<file path="src/rtl/arb_rr8.sv">
// arb_rr8: eight-way round-robin arbiter with a registered one-hot grant and
// its encoded index (bit k -> index k). An owner keeps the grant until it
// drops its request or the arbiter is disabled.
// Optional feature: define ARB_TIMEOUT_EN to force a release after MAX_HOLD
// consecutive grant cycles, signalled by a one-cycle tout pulse.
module arb_rr8 #(
  parameter int MAX_HOLD = 15
) (
  input  logic       clk,
  input  logic       rst,
  input  logic       en,
  input  logic [7:0] req,
  output logic [7:0] gnt,
  output logic [2:0] idx,
  output logic       valid,
  output logic       tout
);

  typedef enum logic [0:0] {
    S_IDLE  = 1'b0,
    S_GRANT = 1'b1
  } state_t;

  state_t     state_q, state_d;
  logic [2:0] ptr_q, ptr_d;
  logic [7:0] gnt_q, gnt_d;
  logic [2:0] idx_q, idx_d;
  logic       valid_q, valid_d;

  logic [7:0] rot_s;
  logic [2:0] pos_s;
  logic [2:0] win_s;
  logic       arb_s;
  logic       rel_vol_s;
  logic       rel_force_s;
  logic       rel_s;

  // Out-of-range hold limits are rejected when the design is elaborated.
  if (MAX_HOLD < 32'sd1 || MAX_HOLD > 32'sd255) begin : g_bad_max_hold
    $error("arb_rr8: MAX_HOLD must lie in 1..255");
  end

`ifdef ARB_TIMEOUT_EN
  localparam logic [7:0] HOLD_LAST = 8'(MAX_HOLD - 1);
  logic [7:0] hold_q, hold_d;
  logic       tout_q, tout_d;
  assign rel_force_s = (hold_q == HOLD_LAST);
`else
  assign rel_force_s = 1'b0;
`endif

  // Rotate the request vector so that bit 0 corresponds to the pointer position.
  assign rot_s = (req >> ptr_q) | (req << (4'd8 - {1'b0, ptr_q}));

  // First set bit of the rotated vector, mapped back to a requester index.
  always_comb begin
    pos_s = 3'd0;
    for (int i = 7; i >= 0; i--) begin
      pos_s = rot_s[i] ? 3'(i) : pos_s;
    end
    win_s = ptr_q + pos_s;
  end

  assign arb_s     = en && (req != 8'h00);
  assign rel_vol_s = !en || !req[idx_q];
  assign rel_s     = rel_vol_s || rel_force_s;

  // State register plus all registered outputs and the priority pointer.
  always_ff @(posedge clk) begin
    if (rst) begin
      state_q <= S_IDLE;
      ptr_q   <= 3'd0;
      gnt_q   <= 8'h00;
      idx_q   <= 3'd0;
      valid_q <= 1'b0;
`ifdef ARB_TIMEOUT_EN
      hold_q  <= 8'd0;
      tout_q  <= 1'b0;
`endif
    end else begin
      state_q <= state_d;
      ptr_q   <= ptr_d;
      gnt_q   <= gnt_d;
      idx_q   <= idx_d;
      valid_q <= valid_d;
`ifdef ARB_TIMEOUT_EN
      hold_q  <= hold_d;
      tout_q  <= tout_d;
`endif
    end
  end

  // Next-state decision: grant from idle, return to idle on any release.
  always_comb begin
    state_d = state_q;
    case (state_q)
      S_IDLE: begin
        if (arb_s) state_d = S_GRANT;
        else       state_d = S_IDLE;
      end
      S_GRANT: begin
        if (rel_s) state_d = S_IDLE;
        else       state_d = S_GRANT;
      end
      default: state_d = S_IDLE;
    endcase
  end

  // Output and pointer updates that accompany each state transition.
  always_comb begin
    ptr_d   = ptr_q;
    gnt_d   = gnt_q;
    idx_d   = idx_q;
    valid_d = valid_q;
`ifdef ARB_TIMEOUT_EN
    hold_d  = hold_q;
    tout_d  = 1'b0;
`endif
    case (state_q)
      S_IDLE: begin
        if (arb_s) begin
          gnt_d   = 8'h01 << win_s;
          idx_d   = win_s;
          valid_d = 1'b1;
`ifdef ARB_TIMEOUT_EN
          hold_d  = 8'd0;
`endif
        end else begin
          gnt_d   = 8'h00;
          valid_d = 1'b0;
        end
      end
      S_GRANT: begin
        if (rel_s) begin
          gnt_d   = 8'h00;
          valid_d = 1'b0;
          ptr_d   = idx_q + 3'd1;
`ifdef ARB_TIMEOUT_EN
          // A coincident voluntary release takes precedence: no pulse.
          tout_d  = rel_force_s && !rel_vol_s;
`endif
        end else begin
`ifdef ARB_TIMEOUT_EN
          hold_d  = hold_q + 8'd1;
`endif
          gnt_d   = gnt_q;
        end
      end
      default: begin
        gnt_d   = 8'h00;
        valid_d = 1'b0;
      end
    endcase
  end

  assign gnt   = gnt_q;
  assign idx   = idx_q;
  assign valid = valid_q;
`ifdef ARB_TIMEOUT_EN
  assign tout  = tout_q;
`else
  assign tout  = 1'b0;
`endif

endmodule

</file>
<file path="config.mk">
export PLATFORM = sky130hd
export DESIGN_NAME = arb_rr8
export DESIGN_NICKNAME = d
export VERILOG_FILES = /design/src/rtl/arb_rr8.sv
export SDC_FILE = /design/constraint.sdc
export NUM_CORES = 1
export LEC_CHECK = 0
export CAP_MARGIN = 20
export CORE_ASPECT_RATIO = 2
export CORE_MARGIN = 1.5
export CORE_UTILIZATION = 48
export CTS_CLUSTER_SIZE = 24
export DETAILED_ROUTE_END_ITERATION = 12
export GPL_TIMING_DRIVEN = 0
export PLACE_DENSITY = 0.87
export SKIP_LAST_GASP = 1
export SYNTH_ARGS = -nofsm -noshare
export SYNTH_HDL_FRONTEND = slang
export SYNTH_SLANG_ARGS = --single-unit
</file>
<file path="constraint.sdc">
create_clock -name clk -period 3.49 [get_ports clk]
set_input_delay 0.8725 -clock clk [delete_from_list [all_inputs] [get_ports clk]]
set_output_delay 0.8725 -clock clk [all_outputs]
set_load 0.03 [all_outputs]
</file>
After elaboration in Yosys (flattened, before gate mapping). Index checks and enable logic that the tools add are counted.

Output and inout bits: 13. Input port bits: 11. Flip-flop bits (word level): 16. Logic and storage cells: 40.

Add/subtract/negate cells: 3. Equality and inequality tests: 1. Reductions and logical operators: 7. Order comparisons: 1. Bitwise gates (word level): 2. Shifts and indexed selects: 3. Mux-type cells: 18.

Operator list (number): 3-bit 2-to-1 mux (8); 8-bit 2-to-1 mux (2); 8-bit case mux with 2 select lines (1); 8-bit OR (1); 8-bit nonzero test (1); 1-bit by 3-bit << shifter with 8-bit output, first input constant (1); 8-bit by 4-bit << shifter with 8-bit output (1); 8-bit by 3-bit >> shifter with 8-bit output (1); 3-bit by 4-bit less-than comparator with 1-bit output, second input constant (1); 1-bit 2-to-1 mux (4); 1-bit case mux with 2 select lines (2); 2-bit AND reduction (2); 4-bit by 3-bit subtractor with 4-bit output, first input constant (1); 3-bit by 1-bit adder with 3-bit output, second input constant (1); 3-bit adder (1); 1-bit binary-select mux with 3-bit select (1); 1-bit logical NOT (2); 2-bit by 1-bit != test with 1-bit output, second input constant (1); 1-bit logical AND (1); 1-bit logical OR (1); 1-bit inverter (1).

Depth between registers and ports, before layout.
Word-level depth: 15. Depth in mapped cells: 18. Mapped depth without buffers: 15.

Worst setup path before layout. OpenSTA, ideal clock, no wires.

Path type: register to register. Start: register ptr_q[0]. End: register gnt_q[0], in the netlist gnt[0]. Path buffers: 1. Arrival time: 3.647 ns. Required time: 3.373 ns. Clock period less this slack: 3.765 ns. Library setup time: 0.117 ns. Stages on the path, launching flop included: 16. Slack: -0.275 ns. Cell sequence: dfxtp_1 -> buf_2 -> clkinv_1 -> ha_1 -> xor2_1 -> mux2_2 -> a22oi_1 -> a31oi_1 -> or3_1 -> a21oi_1 -> ha_1 -> inv_1 -> fa_1 -> xnor2_1 -> xnor2_2 -> a32o_1.

Longest elaborated chain between the ends: 15. Elaborated cells between the ends (all ways): 16. Classes of those cells: 2 x add/sub; 3 x shift; 10 x mux; 1 x bitwise.

Ends and longest elaborated chain: start: declaration (RTL line 25) `logic [2:0] ptr_q, ptr_d;`; start signal: assignment (RTL line 82) `ptr_q <= ptr_d;`; 4-bit by 3-bit subtractor with 4-bit output (RTL line 53) `assign rot_s = (req >> ptr_q) | (req << (4'd8 - {1'b0, ptr_q}));`; 8-bit by 4-bit << shifter with 8-bit output (RTL line 53); 8-bit OR (RTL line 53); 3-bit 2-to-1 mux (8 in series) (RTL line 59) `pos_s = rot_s[i] ? 3'(i) : pos_s;`; 3-bit adder (*) (RTL line 61) `win_s = ptr_q + pos_s;`; 1-bit by 3-bit << shifter with 8-bit output (*) (RTL line 122) `gnt_d = 8'h01 << win_s;`; 8-bit 2-to-1 mux (*) (RTL line 121) `if (arb_s) begin`; 8-bit case mux with 2 select lines (*) (RTL line 119) `case (state_q)`; end signal: assignment (RTL line 83) `gnt_q <= gnt_d;`; end: declaration (RTL line 26) `logic [7:0] gnt_q, gnt_d;`.

Mark *: on every way between the ends. The rest lies on a longest branch, timed or not. A chain may end at the register's enable or synchronous reset.

Final worst setup path.
Start: input req[5]. End: register gnt_q[0], in the netlist gnt[0].

Longest elaborated chain between the ends: 14. Elaborated cells between the ends (all ways): 22. Classes of those cells: 1 x add/sub; 1 x eq/ne; 3 x shift; 12 x mux; 1 x bitwise; 4 x reduce/logical.

Ends and longest elaborated chain: start: declaration (RTL line 12) `input logic [7:0] req,`; 8-bit by 4-bit << shifter with 8-bit output / 8-bit by 3-bit >> shifter with 8-bit output (equally long branches) (RTL line 53); 8-bit OR (RTL line 53); 3-bit 2-to-1 mux (8 in series) (RTL line 59); 3-bit adder (RTL line 61); 1-bit by 3-bit << shifter with 8-bit output (RTL line 122); 8-bit 2-to-1 mux (RTL line 121); 8-bit case mux with 2 select lines (RTL line 119).

Parallel ways exist; a longest one is shown, timed or not. The select of a mux whose other input is x is not followed.

==> out/qor.yml <==
status: "finished, violations left"
violations: "setup timing"
clock_skew_ns: 0.00281
yosys-top-cells-area: "dfxtp_1, mux2_2, mux2i_1"
dpl.hpwl_um: 3020
nNetsFinal: 223
drive_gt1_share_pct: 35.3
synthSimpleGateAreaFrac_pct: 21.1
r2r_cells: 17
crit_type: "primary input to register"
finalCritPeriodShare_pct: 105
vias: 1582
hold_path.class: "register to register"
grt_usage_pct: 28.2
r2r-start: "ptr_q[1]"
muxShareOfSynthArea_pct: 21.7
critPathCaptureType: "register"
utilization_pct: 70.5
die_x_um: 42.0
htree_levels: 1
routedWlPerCell_um: 19.2
area_growth_pct: 40.6
cts_sinks: 16
clkLatencyLatePin_ns: 0.25
gp_congestion: 0.895
arrival_ns: 3.81
synth_top_area_share_pct: 22.0
coreArea_um2: 2910
cts-root-buf: "clkbuf_8"
critPathMaxFanout: 5
syn_area_um2: 1460
grt_util_met1_pct: 26.0
fillers: 204
ys.flop_type: "dfxtp_1"
whs_ns: 0.462
via_per_inst: 6.68
cp-start-kind: "primary input"
yosysTopAreaCell: "dfxtp_1"
grt_pass1_vias: 1565
num_rows: 28
multi_input_area_um2: 1220
maxCapViolCount: 0
tightest_slew_ns: 0.638
holdCritStartpoint: "gnt[4]"
power_density_nw_per_um2: 400
r2r_end: "gnt[0]"
seqCellArea_um2: 323
synth_compound_area_share_pct: 22.3
synth-edff-count: 0
drtIter0Drc: 64
slew_viol_final: 0
path_clk_slew_ns: 0.06
final-setup-viol-count: 9
numCtsBuffers: 3
grt_use_met2_pct: 53.9
cts_hold_buffers: 0
die_area_um2: 3400
drtPass1Iterations: 4
die_h_um: 80.9
io_pins: 24
cts_max_path_buffers: 2
avgSynthCellArea_um2: 8.68
ys_seq_area_share_pct: 22.0
ant_nets: 0
hold_viol: 0
num_antenna_cells: 0
ys_types: 52
synth_top_family_by_area: "compound AO/OA/AOI/OAI gates"
cp_data_required_time_ns: 3.64
ys_top_cells_by_count: "nor2_1, dfxtp_1, nand2_1"
ys_ff_latch: 16
r2r_slack_ns: -0.14
max_freq_ghz: 0.273
yosys_warnings: 0
synth_adder_area_share_pct: 3.95
portBuffers: 20
grt-ovfl-total: 0
grt.busiest_layer: "met2"
grt_max_degree: 11
drc_errors: 0
synth_nets: 183
synth_cells: 168
synth.most_common_cell: "nor2_1"
synthArstFlopShare_pct: 0
grt_pass1_wl_um: 7280
antenna_found_initial: 0
leakagePower_uw: 0.000782
cts_tree: "yes"
period_minus_slack_ns: 3.67
start_util_pct: 50.1
synthXorXnorAreaFrac_pct: 2.92
use_met3_pct: 3.33
whs_path_depth: 2
drt_wl_total_um: 4550
relSlewSlack_pct: 57.0
rsz0062_at_grt: "true"
min_to: "gnt[4]"
finalWorstSetupSlack_ns: -0.175
peakVddDrop_uv: 415
## flip-flops by register name, indices dropped and copies added, names as in the netlist
name	cells
valid	1
ptr_q	3
state_q	1
idx	3
gnt	8
## placed cells by master (no fill, tap or decap), types with 2 or more instances in the layout
cell and count:
a211oi_1 2, a211oi_2 2, a21oi_1 9, a22o_1 2, a32o_1 2, and3b_1 2, buf_4 16, buf_6 3
buf_8 4, clkbuf_1 4, clkbuf_2 4, clkbuf_8 4, clkdlybuf4s50_1 13, dfxtp_1 14, dfxtp_2 2, inv_1 3
mux2_2 7, mux2i_1 5, mux2i_2 2, mux4_1 3, mux4_2 3, nand2_1 16, nand2b_1 3, nand3b_1 3
nor2_1 17, nor2b_1 2, nor3_1 5, nor4_1 2, o21ai_0 5, o21bai_1 2, o221ai_1 4, o31ai_1 3
or2_2 3, xnor2_4 3
## power breakdown
group / internal (µW) / leakage [µW] / total (µW) / switching [µW]
Combinational: 209 / 0.000622 / 444 / 235
Sequential: 197 / 0.000131 / 209 / 12.3
Clock: 100 / 0.0000288 / 165 / 65.0
## how the worst max path moves through the flow
stage,end,from,slack (ns)
floorplan,gnt[0],req[5],-0.11
global placement,gnt[4],req[3],-0.96
detailed placement,gnt[6],req[3],-1.00
CTS,gnt[2],req[5],-0.32
global route,gnt[0],ptr_q[0],-0.30
finish,gnt[0],req[5],-0.18
## what timing repair did
item,in CTS,in global routing
pin swaps,13,15
cloned,1,0
setup buffers,11,4
setup endpoints to repair,10,10
resized for setup,50,20
## final cells by class
cell class              count  area share [%]
flip-flops and latches     16            15.8
well taps                  30            1.83
clock buffers               4            2.69
plain buffers              10            3.24
multi-input cells         135            59.3
inverters                   7            1.65
repair buffers             35            15.5
## per-stage QoR
| stage | std cells | TNS (ns) | worst slack (ns) | total power, µW | cell area (µm²) |
|---|---|---|---|---|---|
| 3_5_place_dp | 218 | -9.33 | -1.00 | 548 | 1710 |
| 5_1_grt | 237 | -2.51 | -0.304 | 853 | 2050 |
| 6_report | 237 | -1.26 | -0.175 | 819 | 2050 |
| 4_1_cts | 233 | -2.32 | -0.319 | 774 | 1980 |
| 2_1_floorplan | 168 | -0.886 | -0.114 | 460 | 1480 |
| 3_3_place_gp | 218 | -9.07 | -0.965 | 541 | 1710 |
## worst max-delay path, cell delays in order
cell      delay, ns
buf_8          0.09
mux4_2         0.44
or2_4          0.25
a221oi_4       0.27
nor2_4         0.07
or3_4          0.39
a21oi_2        0.13
ha_2           0.19
inv_2          0.04
fa_2           0.38
xnor2_4        0.31
xnor2_4        0.15
a32o_1         0.24
## metal layers
layer / up-vias / wire length (µm)
li1: 708 / -
met1: 757 / 1500
met2: 80 / 2530
met3: 37 / 175
met4: 0 / 345
met5: - / 0
## kinds of logic (layout without fill, tap and decap cells)
logic type      count (synthesis)  in the layout
flops                          16             16
compound gates                 42             42
xor+xnor                        4              5
buf+inv                        18             56
mux                            22             22
fa+ha+maj                       4              4
other cells                     1              1
simple gates                   61             61
Power figures use the tool's default switching activity.
